--- config.mk ---
export PLATFORM = sky130hd
export DESIGN_NAME = pipeline_ctrl
export DESIGN_NICKNAME = d
export VERILOG_FILES = /design/src/rtl/pipeline_ctrl.sv
export SDC_FILE = /design/constraint.sdc
export NUM_CORES = 1
export LEC_CHECK = 0
export ABC_AREA = 1
export CORE_MARGIN = 2
export CORE_UTILIZATION = 45
export CTS_CLUSTER_DIAMETER = 40
export DETAILED_ROUTE_END_ITERATION = 16
export GPL_TIMING_DRIVEN = 1
export PLACE_DENSITY_LB_ADDON = 0.25
export RECOVER_POWER = 100
export SLEW_MARGIN = 5
export SYNTH_ARGS = -nofsm -noshare
export SYNTH_HDL_FRONTEND = slang
export SYNTH_SLANG_ARGS = --single-unit
--- constraint.sdc ---
create_clock -name clk -period 1.6 [get_ports clk]
set_clock_uncertainty 0.2 [all_clocks]
set_input_delay 0.32 -clock clk [delete_from_list [all_inputs] [get_ports clk]]
set_output_delay 0.32 -clock clk [all_outputs]
set_load 0.005 [all_outputs]
--- src/rtl/pipeline_ctrl.sv ---
// Pipeline control for an in-order CPU of STAGES stages: load-use stalls, branch flushes,
// data-memory freeze, EX operand forwarding selects and the HLT drain/halt sequence.
module pipeline_ctrl #(
  parameter int unsigned STAGES   = 5,
  parameter int unsigned REG_W    = 4,
  parameter int unsigned LOAD_RDY = 4,
  parameter int unsigned CNT_W    = 16
) (
  input  logic              clk,
  input  logic              rst,
  input  logic              fetch_valid,
  input  logic [REG_W-1:0]  id_src1,
  input  logic [REG_W-1:0]  id_src2,
  input  logic              id_src1_used,
  input  logic              id_src2_used,
  input  logic [REG_W-1:0]  id_dest,
  input  logic              id_wr,
  input  logic              id_is_load,
  input  logic              id_is_hlt,
  input  logic              ex_branch_taken,
  input  logic              dmem_busy,
  output logic              fetch_en,
  output logic              hold_if_id,
  output logic              flush_if_id,
  output logic              bubble_id_ex,
  output logic              freeze,
  output logic [STAGES-1:0] stage_valid,
  output logic [STAGES-4:0] fwd_sel_1,
  output logic [STAGES-4:0] fwd_sel_2,
  output logic              hlt,
  output logic [CNT_W-1:0]  stall_count
);

  typedef enum logic [1:0] {StRun, StDrain, StHalted} state_e;

  localparam logic [CNT_W-1:0] CntOne = CNT_W'(1);

  state_e r_state, w_state_d;

  logic                         r_id_vld;
  logic [STAGES-1:2]            r_rec_vld;
  logic [STAGES-1:2]            r_rec_wr;
  logic [STAGES-1:2]            r_rec_load;
  logic [STAGES-1:2]            r_rec_hlt;
  logic [STAGES-1:2][REG_W-1:0] r_rec_dest;
  logic [REG_W-1:0]             r_ex_src1;
  logic [REG_W-1:0]             r_ex_src2;
  logic                         r_ex_use1;
  logic                         r_ex_use2;
  logic [CNT_W-1:0]             r_stall_cnt;

  logic              w_freeze;
  logic              w_branch;
  logic              w_load_use;
  logic              w_hold;
  logic              w_hlt_id;
  logic              w_fetch_en;
  logic              w_sv0;
  logic              w_bubble;
  logic              w_ex_vld;
  logic [STAGES-3:0] w_lu_hit;
  logic [STAGES-4:0] w_q1;
  logic [STAGES-4:0] w_q2;

  // A load in stage k is still too young to forward when its consumer would reach EX.
  for (genvar k = 2; k < STAGES; k++) begin : g_lu
    if (k + 2 <= LOAD_RDY) begin : g_on
      assign w_lu_hit[k-2] = r_rec_vld[k] & r_rec_load[k] & (r_rec_dest[k] != '0) &
                             ((id_src1_used & (id_src1 == r_rec_dest[k])) |
                              (id_src2_used & (id_src2 == r_rec_dest[k])));
    end else begin : g_off
      assign w_lu_hit[k-2] = 1'b0;
    end
  end

  for (genvar k = 3; k < STAGES; k++) begin : g_fwd
    logic w_elig;
    assign w_elig     = r_rec_vld[k] & r_rec_wr[k] & (r_rec_dest[k] != '0) &
                        (~r_rec_load[k] | (k >= LOAD_RDY));
    assign w_q1[k-3]  = w_elig & (r_rec_dest[k] == r_ex_src1);
    assign w_q2[k-3]  = w_elig & (r_rec_dest[k] == r_ex_src2);
  end

  assign w_freeze   = dmem_busy & ~rst;
  assign w_branch   = ex_branch_taken & ~rst & ~w_freeze;
  assign w_load_use = r_id_vld & (|w_lu_hit);
  assign w_hold     = w_load_use & ~w_branch & ~w_freeze & ~rst;
  assign w_hlt_id   = r_id_vld & id_is_hlt & ~w_branch;
  assign w_fetch_en = ~rst & (r_state == StRun) & ~w_hlt_id;
  assign w_sv0      = fetch_valid & w_fetch_en;
  assign w_bubble   = rst | w_branch | w_hold;
  assign w_ex_vld   = r_id_vld & ~w_bubble;

  assign fetch_en     = w_fetch_en;
  assign hold_if_id   = w_hold;
  assign flush_if_id  = rst | w_branch;
  assign bubble_id_ex = w_bubble;
  assign freeze       = w_freeze;
  assign stage_valid  = {r_rec_vld, r_id_vld, w_sv0};
  assign hlt          = (r_state == StHalted);
  assign stall_count  = r_stall_cnt;

  // Lowest set bit of the qualifier vector is the youngest producer.
  assign fwd_sel_1 = (~rst & r_rec_vld[2] & r_ex_use1) ? (w_q1 & (-w_q1)) : '0;
  assign fwd_sel_2 = (~rst & r_rec_vld[2] & r_ex_use2) ? (w_q2 & (-w_q2)) : '0;

  always_comb begin
    w_state_d = r_state;
    case (r_state)
      StRun:    if (~w_freeze & w_hlt_id & ~w_hold) w_state_d = StDrain;
      StDrain:  if (~w_freeze & r_rec_vld[STAGES-1] & r_rec_hlt[STAGES-1]) w_state_d = StHalted;
      StHalted: w_state_d = StHalted;
      default:  w_state_d = StRun;
    endcase
  end

  always_ff @(posedge clk) begin
    if (rst) begin
      r_state     <= StRun;
      r_id_vld    <= 1'b0;
      r_rec_vld   <= '0;
      r_rec_wr    <= '0;
      r_rec_load  <= '0;
      r_rec_hlt   <= '0;
      r_rec_dest  <= '0;
      r_ex_src1   <= '0;
      r_ex_src2   <= '0;
      r_ex_use1   <= 1'b0;
      r_ex_use2   <= 1'b0;
      r_stall_cnt <= '0;
    end else begin
      r_state <= w_state_d;
      if ((w_hold | w_freeze) & (r_state != StHalted) & (r_stall_cnt != '1)) begin
        r_stall_cnt <= r_stall_cnt + CntOne;
      end
      if (~w_freeze) begin
        if (w_branch) begin
          r_id_vld <= 1'b0;
        end else if (~w_hold) begin
          r_id_vld <= w_sv0;
        end
        r_rec_vld  <= {r_rec_vld[STAGES-2:2], w_ex_vld};
        r_rec_wr   <= {r_rec_wr[STAGES-2:2], id_wr};
        r_rec_load <= {r_rec_load[STAGES-2:2], id_is_load};
        r_rec_hlt  <= {r_rec_hlt[STAGES-2:2], id_is_hlt};
        r_rec_dest <= {r_rec_dest[STAGES-2:2], id_dest};
        r_ex_src1  <= id_src1;
        r_ex_src2  <= id_src2;
        r_ex_use1  <= id_src1_used;
        r_ex_use2  <= id_src2_used;
      end
    end
  end

endmodule

==> results_dict.tcl, run 1 <==
set metrics [dict create \
    grt.overflow.total 0 \
    peakVddDrop_mv 0.583 \
    dpl.hpwl_um 5640 \
    synth_top_family_by_area "simple AND/OR/NAND/NOR gates" \
    grt_max_degree 49 \
    n_fill_cell 391 \
    leakage_nw 2.13 \
    rr_worst_depth 9 \
    ys_seq_area_share_pct 37.0 \
    grt_use_total_pct 23.4 \
    fin_area_um2 4730 \
    synth_area_um2 2820 \
    violations "setup timing" \
    path_class "reg2out" \
    worst_skew_pair.late_latency_ns 0.32 \
    crit_required_ns 1.08 \
    whs_ns 0.247 \
    critPathMaxFanout 3 \
    cp_slowest_cell "dfxtp_2" \
    multiInputGateArea_um2 1900 \
    final-seq-area_um2 1090 \
    whs_path_depth 5 \
    rsz0062_at_grt "true" \
    maxCapViolations 0 \
    vias 3302 \
    synth_fa_ha_area_share_pct 2.22 \
    ant_nets 0 \
    grt_pass1_wl_um 13500 \
    drive_above_1_share_pct 45.9 \
    numCtsBuffers 5 \
    powerDensity_nw_per_um2 740 \
    routed_wl_um 9680 \
    critPathLaunchType "flop" \
    viasPerCell 5.29 \
    holdBufCountCts 0 \
    synth_cells 397 \
    synth_area_per_cell_um2 7.09 \
    placed_area_um2 4080 \
    max_stage_delay_ns 0.34 \
    cts_tree "built" \
    dp.cells 591 \
    syn-num-nets 424 \
    gp_congestion 0.948 \
    drt-initial-drc-count 301 \
    grt_pass1_vias 2954 \
    timing.fmax_mhz 469 \
    fin_util_pct 79.0 \
    synth-seq-cells 52 \
    die_area_um2 6900 \
    nNetsFinal 575 \
    n_antenna_cell 0 \
    htreeDepth 2 \
    yosys.area_share.xor_xnor_pct 7.78 \
    io_buffer_count 52 \
    worstPathArrival_ns 1.61 \
    dr.pass1.iters 5 \
    slew_headroom_pct 55.0 \
    synth.distinct_cells 32 \
    coreArea_um2 5990 \
    synthMuxAreaShare_pct 0 \
    dieHeight_um 83.1 \
    hold_violations 0 \
    start_util_pct 47.0 \
    synth-simple-area-share_pct 27.0 \
    instances_no_fill 624 \
    slew_viol_final 0 \
    wire_per_inst_um 15.5 \
    max_slew.worst_pin.slew_ns 0.675 \
    hold_class "in2reg" \
    setup_ws_ns -0.531 \
    io_pins 53 \
    outcome "finished, violations left" \
    yosysWarnings 0 \
    rows 28 \
    synth-compound-area-share_pct 16.2 \
    period_share_pct 133 \
    antenna_found_initial 0 \
    finalCriticalPeriod_ns 2.13 \
    clkTransAtPathRegs_ns 0.09 \
    crit_path_end_kind "output pin" \
    cts.sinks 52 \
    drcViolationCount 0 \
    final-setup-viol-count 57 \
    chipWidth_um 83.1 \
    critical_path.cell_chain "inv_2, nor3_4, o41ai_4, buf_4, nor4_4, buf_2" \
    cts-root-buf "clkbuf_8" \
    area_growth_pct 68.2 \
    clockBufferDepth 2 \
]
==> power by group <==
| group | total, mW | switching (mW) | internal [mW] |
|---|---|---|---|
| Sequential | 1.46 | 0.0738 | 1.38 |
| Combinational | 1.23 | 0.620 | 0.610 |
| Clock | 0.816 | 0.463 | 0.353 |
==> per-stage QoR <==
step / TNS, ns / total power [mW] / setup slack (ns)
6_report: -15.30 / 3.50 / -0.531
5_1_grt: -19.42 / 3.65 / -0.603
3_5_place_dp: -34.36 / 2.39 / -0.970
3_3_place_gp: -32.67 / 2.36 / -0.933
2_1_floorplan: 0 / 1.92 / 0.000334
4_1_cts: -6.54 / 3.30 / -0.560
==> cell type report <==
class | count | share of cell area, %
clock buffer | 7 | 1.82
clock inverter | 1 | 0.159
inverter | 46 | 3.75
multi-input combinational | 282 | 40.2
sequential | 52 | 23.0
tap | 75 | 1.98
timing repair buffer | 161 | 29.0
==> final timing paths <==
path | start | to | slack (ns)
worst max-delay path | r_rec_vld[3]$_SDFFE_PP0N_ | fwd_sel_2[0] | -0.53
worst min-delay path | ex_branch_taken | r_id_vld$_SDFFE_PP0P_ | 0.25
worst max register to register | stall_count[5]$_SDFFE_PP0P_ | stall_count[11]$_SDFFE_PP0P_ | -0.34
worst min register to register | r_rec_hlt[2]$_SDFFE_PP0N_ | r_rec_hlt[2]$_SDFFE_PP0N_ | 0.26
==> placed cells by master, fill, tap and decap left out, types with 3 or more instances in the layout <==
cell type / instances
buf_4: 92
nand2_1: 45
nor2_1: 43
inv_1: 32
o21ai_0: 28
dlygate4sd2_1: 25
dfxtp_2: 25
a21oi_1: 24
dfxtp_1: 22
nand3_1: 21
a21oi_2: 17
xor2_1: 14
nand2_4: 14
nand2_2: 13
inv_2: 12
xnor2_1: 11
buf_6: 11
buf_2: 10
clkdlybuf4s50_1: 9
nor2_2: 6
nand3_2: 6
clkbuf_8: 6
buf_12: 6
nand4_1: 5
dfxtp_4: 5
nor2_4: 4
nor3_1: 4
a211oi_1: 4
nand2_8: 3
ha_4: 3
clkbuf_2: 3
==> critical path: cells and delay by family (launching register included) <==
family                 cells  cell delay, ns
AO/OA/AOI/OAI              1            0.11
AND/OR/NAND/NOR            2            0.48
buffers and inverters      3            0.37
flip-flops                 1            0.34
==> synth_stat cells, drive strengths merged <==
| cell type | n | area, um2 |
|---|---|---|
| o21ai | 29 | 145 |
| ha | 5 | 62.6 |
| nor4 | 4 | 25.0 |
| inv | 46 | 175 |
| nor3 | 5 | 25.0 |
| nor3b | 2 | 20.0 |
| nand2 | 74 | 305 |
| a211oi | 4 | 30.0 |
| nor2 | 53 | 209 |
| a221oi | 1 | 8.76 |
| o211ai | 1 | 7.51 |
| xor2 | 14 | 123 |
| nand3 | 29 | 145 |
| o31ai | 1 | 7.51 |
| o41ai | 1 | 8.76 |
| o22ai | 1 | 6.26 |
| nand4 | 5 | 31.3 |
| a21oi | 41 | 243 |
| clkbuf | 10 | 37.5 |
| buf | 8 | 62.6 |
| xnor2 | 11 | 96.3 |
| dfxtp | 52 | 1040 |
==> repair_timing <==
item	CTS	global route
endpoints found under the setup margin	78	32
gates cloned	1	1
pin swaps	26	25
setup buffers	19	6
gates resized for setup	155	73
==> routing by layer <==
metal  routed length (um)  share of wire [%]  track usage [%]  up-vias
li1                     -                  -                -     1588
met2                 4960                 51             43.0      148
met3                  608                6.3             3.48       44
met1                 3690                 38             28.4     1522
met5                    0                  0                0        -
met4                  419                4.3             6.41        0
==> state kept, by name, indices dropped and copies added, names as in the netlist <==
| register | flops |
|---|---|
| stall_count | 16 |
| r_rec_dest | 12 |
| r_ex_src1 | 4 |
| r_ex_src2 | 4 |
| r_rec_hlt | 3 |
| r_rec_vld | 3 |
| r_rec_wr | 3 |
| r_rec_load | 2 |
| r_state | 2 |
| r_ex_use1 | 1 |
| r_ex_use2 | 1 |
| r_id_vld | 1 |
==> kinds of logic after synthesis <==
kind of cell	after synthesis
compound gates	79
xor+xnor	25
fa+ha+maj	5
buf+inv	64
flops	52
simple gates	172
Power figures use the tool's default switching activity.
==> run 2: changes to the inputs <==
--- a/config.mk
+++ b/config.mk
@@ -10,9 +10,11 @@
 export CORE_UTILIZATION = 45
 export CTS_CLUSTER_DIAMETER = 40
 export DETAILED_ROUTE_END_ITERATION = 16
+export DONT_BUFFER_PORTS = 1
 export GPL_TIMING_DRIVEN = 1
 export PLACE_DENSITY_LB_ADDON = 0.25
 export RECOVER_POWER = 100
+export REMOVE_ABC_BUFFERS = 1
 export SLEW_MARGIN = 5
 export SYNTH_ARGS = -nofsm -noshare
 export SYNTH_HDL_FRONTEND = slang
==> run 2 against run 1 <==
Compared with the run above: the run ends with hold timing, setup timing left; final area fell by 13%; flip-flop and latch count did not move; combinational power fell by 16%; largest power group unchanged.
==> results_dict.tcl, run 2 (synthesized netlist as in run 1, its figures left out) <==
set metrics [dict create \
    sw_frac_of_total_pct 31.9 \
    drive_above_1_share_pct 40.7 \
    grt.overflow.total 0 \
    area_growth_pct 45.6 \
    hold_class "in2reg" \
    total_power_mw 3.40 \
    critical_path.cell_chain "buf_4, xnor2_1, nand3_2, nand2_2, nand2_2, buf_6, nand2_4" \
    worst_skew_pair.late_latency_ns 0.31 \
    whs_ns -0.144 \
    path_class "reg2out" \
    p_int_mw 2.31 \
    dr.pass1.iters 4 \
    max_slew.worst_pin.slew_ns 0.656 \
    crit_path_end_kind "output pin" \
    clockBufferDepth 2 \
    dpl.hpwl_um 5210 \
    start_util_pct 47.0 \
    viasPerCell 5.20 \
    drt-initial-drc-count 166 \
    grt_use_total_pct 22.5 \
    routed_wl_um 8210 \
    setup_ws_ns -0.358 \
    violations "hold timing, setup timing" \
    io_pins 53 \
    dp.cells 525 \
    timing.fmax_mhz 511 \
    die_area_um2 6900 \
    crit_required_ns 1.08 \
    layout_common_cells "buf_4, nand2_1, nor2_1, dfxtp_1, inv_1" \
    p_sw_mw 1.08 \
    period_share_pct 122 \
    finalCriticalPeriod_ns 1.96 \
    rsz0062_at_grt "true" \
    dieHeight_um 83.1 \
    layout_commonest_cell "buf_4" \
    grt_max_degree 34 \
    grt_pass1_vias 2862 \
    hold_violations 18 \
    holdBufCountCts 8 \
    p_clk_share_pct 27.1 \
    maxCapViolations 0 \
    wire_per_inst_um 15.0 \
    rows 28 \
    combinationalPowerShare_pct 30.3 \
    final-setup-viol-count 27 \
    powerDensity_nw_per_um2 829 \
    numCtsBuffers 5 \
    instances_no_fill 547 \
    p_seq_share_pct 42.6 \
    leakage_nw 1.67 \
    slew_viol_final 0 \
    cts-root-buf "clkbuf_8" \
    ant_nets 0 \
    cp_slowest_cell "dfxtp_1" \
    htreeDepth 2 \
    cts.sinks 52 \
    peakVddDrop_mv 0.493 \
    grt_pass1_wl_um 13000 \
    nNetsFinal 498 \
    n_antenna_cell 0 \
    cts_tree "built" \
    chipWidth_um 83.1 \
    drcViolationCount 0 \
    coreArea_um2 5990 \
    slew_headroom_pct 56.3 \
    outcome "finished, violations left" \
    pre_cts_slack_ns -0.146 \
    critPathLaunchType "flop" \
    worstPathArrival_ns 1.44 \
    antenna_found_initial 0 \
    largest_reg_flops 16 \
    vias 2842 \
    clkTransAtPathRegs_ns 0.10 \
    crit_top_cell "nand2_2" \
    gp_congestion 0.848 \
    io_buffer_count 0 \
    critPathMaxFanout 2 \
    max_stage_delay_ns 0.32 \
]
run 2: final cells by class:
class | count | area (um2)
multi-input combinational | 282 | 1900
fill | 489 | 1890
sequential | 52 | 1060
timing repair buffer | 84 | 746
inverter | 46 | 184
tap | 75 | 93.8
clock buffer | 5 | 68.8
clock inverter | 3 | 42.5
run 2: repair_timing:
action,4_1_cts,5_1_grt
resized for setup,69,57
setup endpoints to repair,29,57
pin swaps,24,24
buffers inserted,5,2
endpoints found under the hold margin,47,18
gates cloned,1,0
run 2: power groups by stage:
| stage | sequential, mW | clock (mW) | combinational, mW |
|---|---|---|---|
| 3_3_place_gp | 1.46 | 0 | 0.662 |
| 6_report | 1.45 | 0.921 | 1.03 |
| 2_1_floorplan | 1.46 | 0 | 0.363 |
| 4_1_cts | 1.44 | 0.935 | 0.902 |
| 3_5_place_dp | 1.46 | 0 | 0.676 |
| 5_1_grt | 1.46 | 0.978 | 1.11 |
run 2: critical path: cells and delay by family (launching register included):
kind | cells | cell delay [ns]
and+or+nand+nor | 4 | 0.34
xor gates and xnor gates | 1 | 0.20
DFF | 1 | 0.32
buffers and inverters | 2 | 0.28
run 2: per-layer routing:
layer	vias to the layer above	global-route usage, %	share of wire (%)
li1	1435	-	-
met1	1349	26.9	42
met2	48	40.5	53
met3	10	5.07	3.5
met4	0	5.51	1.6
met5	-	0	0
run 2: path summary, 6_finish.rpt:
check                                   from                           end  slack, ns  depth (start not counted)
hold reg to reg     r_rec_wr[4]$_SDFFE_PP0N_      r_rec_wr[4]$_SDFFE_PP0N_       0.27                          2
hold / removal                           rst  stall_count[10]$_SDFFE_PP0P_      -0.14                          1
setup / recovery  r_rec_dest[2]$_SDFFE_PP0N_                  bubble_id_ex      -0.36                          7
setup reg to reg  r_rec_dest[2]$_SDFFE_PP0N_   stall_count[2]$_SDFFE_PP0P_      -0.24                         11
run 2: stage by stage:
step / TNS [ns] / area [um2] / util [%]
after floorplan: -0.733 / 2720 / -
after global placement: -1.87 / 3380 / 56.4
after detailed placement: -2.17 / 3380 / 56.4
after CTS: -10.99 / 3870 / 64.7
after global routing: -8.05 / 4100 / 68.4
final: -6.06 / 4100 / 68.4
==> run 3: changes to the inputs <==
==> constraint.sdc (replaced) <==
create_clock -name clk -period 2.4 [get_ports clk]
set_clock_uncertainty 0.2 [all_clocks]
set_input_delay 0.48 -clock clk [delete_from_list [all_inputs] [get_ports clk]]
set_output_delay 0.48 -clock clk [all_outputs]
set_load 0.005 [all_outputs]
==> run 3 against run 2 <==
Compared with the run above: the flow now finishes without violations; critical path type unchanged; non-clock buffer count is 83 lower; count of clock-buffer cells in the layout is 2 higher; final cell count is 15% lower; combinational power is 72% lower; flip-flop and latch count stayed put; highest routed layer unchanged; setup slack better by 0.58 ns; global-route usage is 4.3 points lower; wire length is 25% lower; largest cell class unchanged; via count is 15% lower; register-to-register slack better by 0.63 ns.
==> results_dict.tcl, run 3 (synthesized netlist as in run 1, its figures left out) <==
set metrics [dict create \
    io_buffer_count 0 \
    nNetsFinal 414 \
    max_slew.worst_pin.slew_ns 0.902 \
    outcome "finished, final reports clean" \
    powerDensity_nw_per_um2 654 \
    clkTransAtPathRegs_ns 0.09 \
    drt-initial-drc-count 112 \
    path_buf_inv 0 \
    rows 28 \
    crit_path_end_kind "output pin" \
    grt_use_total_pct 18.2 \
    hold_violations 0 \
    setup_tns_ns 0 \
    rsz0062_at_grt "false" \
    clockBufferDepth 2 \
    max_stage_delay_ns 0.39 \
    final-setup-viol-count 0 \
    gp_congestion 0.883 \
    pre_cts_slack_ns 0.363 \
    layout_commonest_cell "nand2_1" \
    slew_viol_final 0 \
    grt.overflow.total 0 \
    ant_nets 0 \
    cp_slowest_cell "dfxtp_1" \
    whs_ns 0.0319 \
    worst_skew_pair.late_latency_ns 0.30 \
    period_share_pct 90.8 \
    drive_above_1_share_pct 6.44 \
    largest_reg_flops 16 \
    hold_class "in2reg" \
    path_class "reg2out" \
    critPathLaunchType "flop" \
    chipWidth_um 83.1 \
    gr-usage-met2_pct 32.6 \
    total_power_mw 1.91 \
    maxCapViolations 0 \
    vias 2419 \
    timing.fmax_mhz 459 \
    crit_required_ns 1.72 \
    grt.busiest_layer "met2" \
    peakVddDrop_mv 0.302 \
    dieHeight_um 83.1 \
    die_area_um2 6900 \
    fin_util_pct 48.6 \
    area_growth_pct 3.51 \
    htreeDepth 2 \
    coreArea_um2 5990 \
    gr-usage-met1_pct 21.0 \
    routed_wl_um 6160 \
    cts-root-buf "clkbuf_8" \
    drcViolationCount 0 \
    worstPathArrival_ns 1.50 \
    leakage_nw 1.14 \
    start_util_pct 47.0 \
    dr.pass1.iters 4 \
    wire_per_inst_um 13.3 \
    critical_path.cell_chain "xor2_1, a21oi_1, nand4_1, nor4_1" \
    n_fill_cell 629 \
    numCtsBuffers 5 \
    layout_common_cells "nand2_1, nor2_1, dfxtp_1, inv_1, a21oi_1" \
    io_pins 53 \
    viasPerCell 5.22 \
    critPathMaxFanout 5 \
    cts.sinks 52 \
    setup_ws_ns 0.221 \
    cts_tree "built" \
    slew_headroom_pct 39.9 \
    antenna_found_initial 0 \
    grt_max_degree 50 \
    n_antenna_cell 0 \
    grt_pass1_vias 2313 \
    path_delay_family "simple AND/OR/NAND/NOR gates" \
    grt_pass1_wl_um 10500 \
    dpl.hpwl_um 4560 \
    met3_usage_pct 4.97 \
    finalCriticalPeriod_ns 2.18 \
]
-- run 3: cell count changes in the layout (fill, tap and decap cells not counted), sizes merged --
cell          previous run  this run
buf                     75         0
clkinv                   1         0
clkinvlp                 2         0
dlygate4sd3              5         0
dlymetal6s4s             1         0
inv                     45        46
nand2                   75        74
-- run 3: what timing repair did --
action	in CTS	in global routing
buffers inserted	0	0
resized for setup	0	1
hold buffers	0	0
setup endpoints to repair	0	2
-- run 3: layout make-up --
type | count | area (um2) | share of cell area [%]
multi-input cells | 281 | 1470 | 50.6
inverters | 46 | 175 | 6.01
flip-flops and latches | 52 | 1040 | 35.7
repair buffers | 1 | 3.75 | 0.129
clock inverters | 1 | 30.0 | 1.03
clock buffers | 7 | 96.3 | 3.31
well taps | 75 | 93.8 | 3.22
-- run 3: worst paths after layout --
check	from	endpoint	slack, ns	depth (start not counted)
worst max-delay path	r_rec_dest[4]$_SDFFE_PP0N_	fwd_sel_2[0]	0.22	4
worst min-delay path	rst	stall_count[14]$_SDFFE_PP0P_	0.03	1
worst max register to register	stall_count[5]$_SDFFE_PP0P_	stall_count[9]$_SDFFE_PP0P_	0.39	10
worst min register to register	r_rec_hlt[2]$_SDFFE_PP0N_	r_rec_hlt[3]$_SDFFE_PP0N_	0.26	2
-- run 3: per-layer routing --
metal,up-vias,share of wire (%)
met4,0,2.1
met2,49,49
met5,-,0
met3,13,4.2
met1,1086,44
li1,1271,-
-- run 3: through the flow --
step / std cells / cell area, um2
after floorplan: 379 / 2720
after global placement: 455 / 2820
after detailed placement: 455 / 2820
after CTS: 463 / 2940
after global routing: 463 / 2910
final: 463 / 2910
-- run 3: worst reg2reg max path, delay by kind of cell, from the launching register on --
family / cells / cell delay (ns)
DFF: 1 / 0.47
buffers and inverters: 2 / 0.26
AOI/OAI and AO/OA: 1 / 0.12
and+or+nand+nor: 7 / 0.91
-- run 3: where the power goes --
| group | total [mW] | switching (mW) | leakage (nW) | internal, mW |
|---|---|---|---|---|
| sequential | 0.967 | 0.0507 | 0.427 | 0.916 |
| clock | 0.645 | 0.277 | 0.0645 | 0.368 |
| combinational | 0.293 | 0.189 | 0.646 | 0.104 |
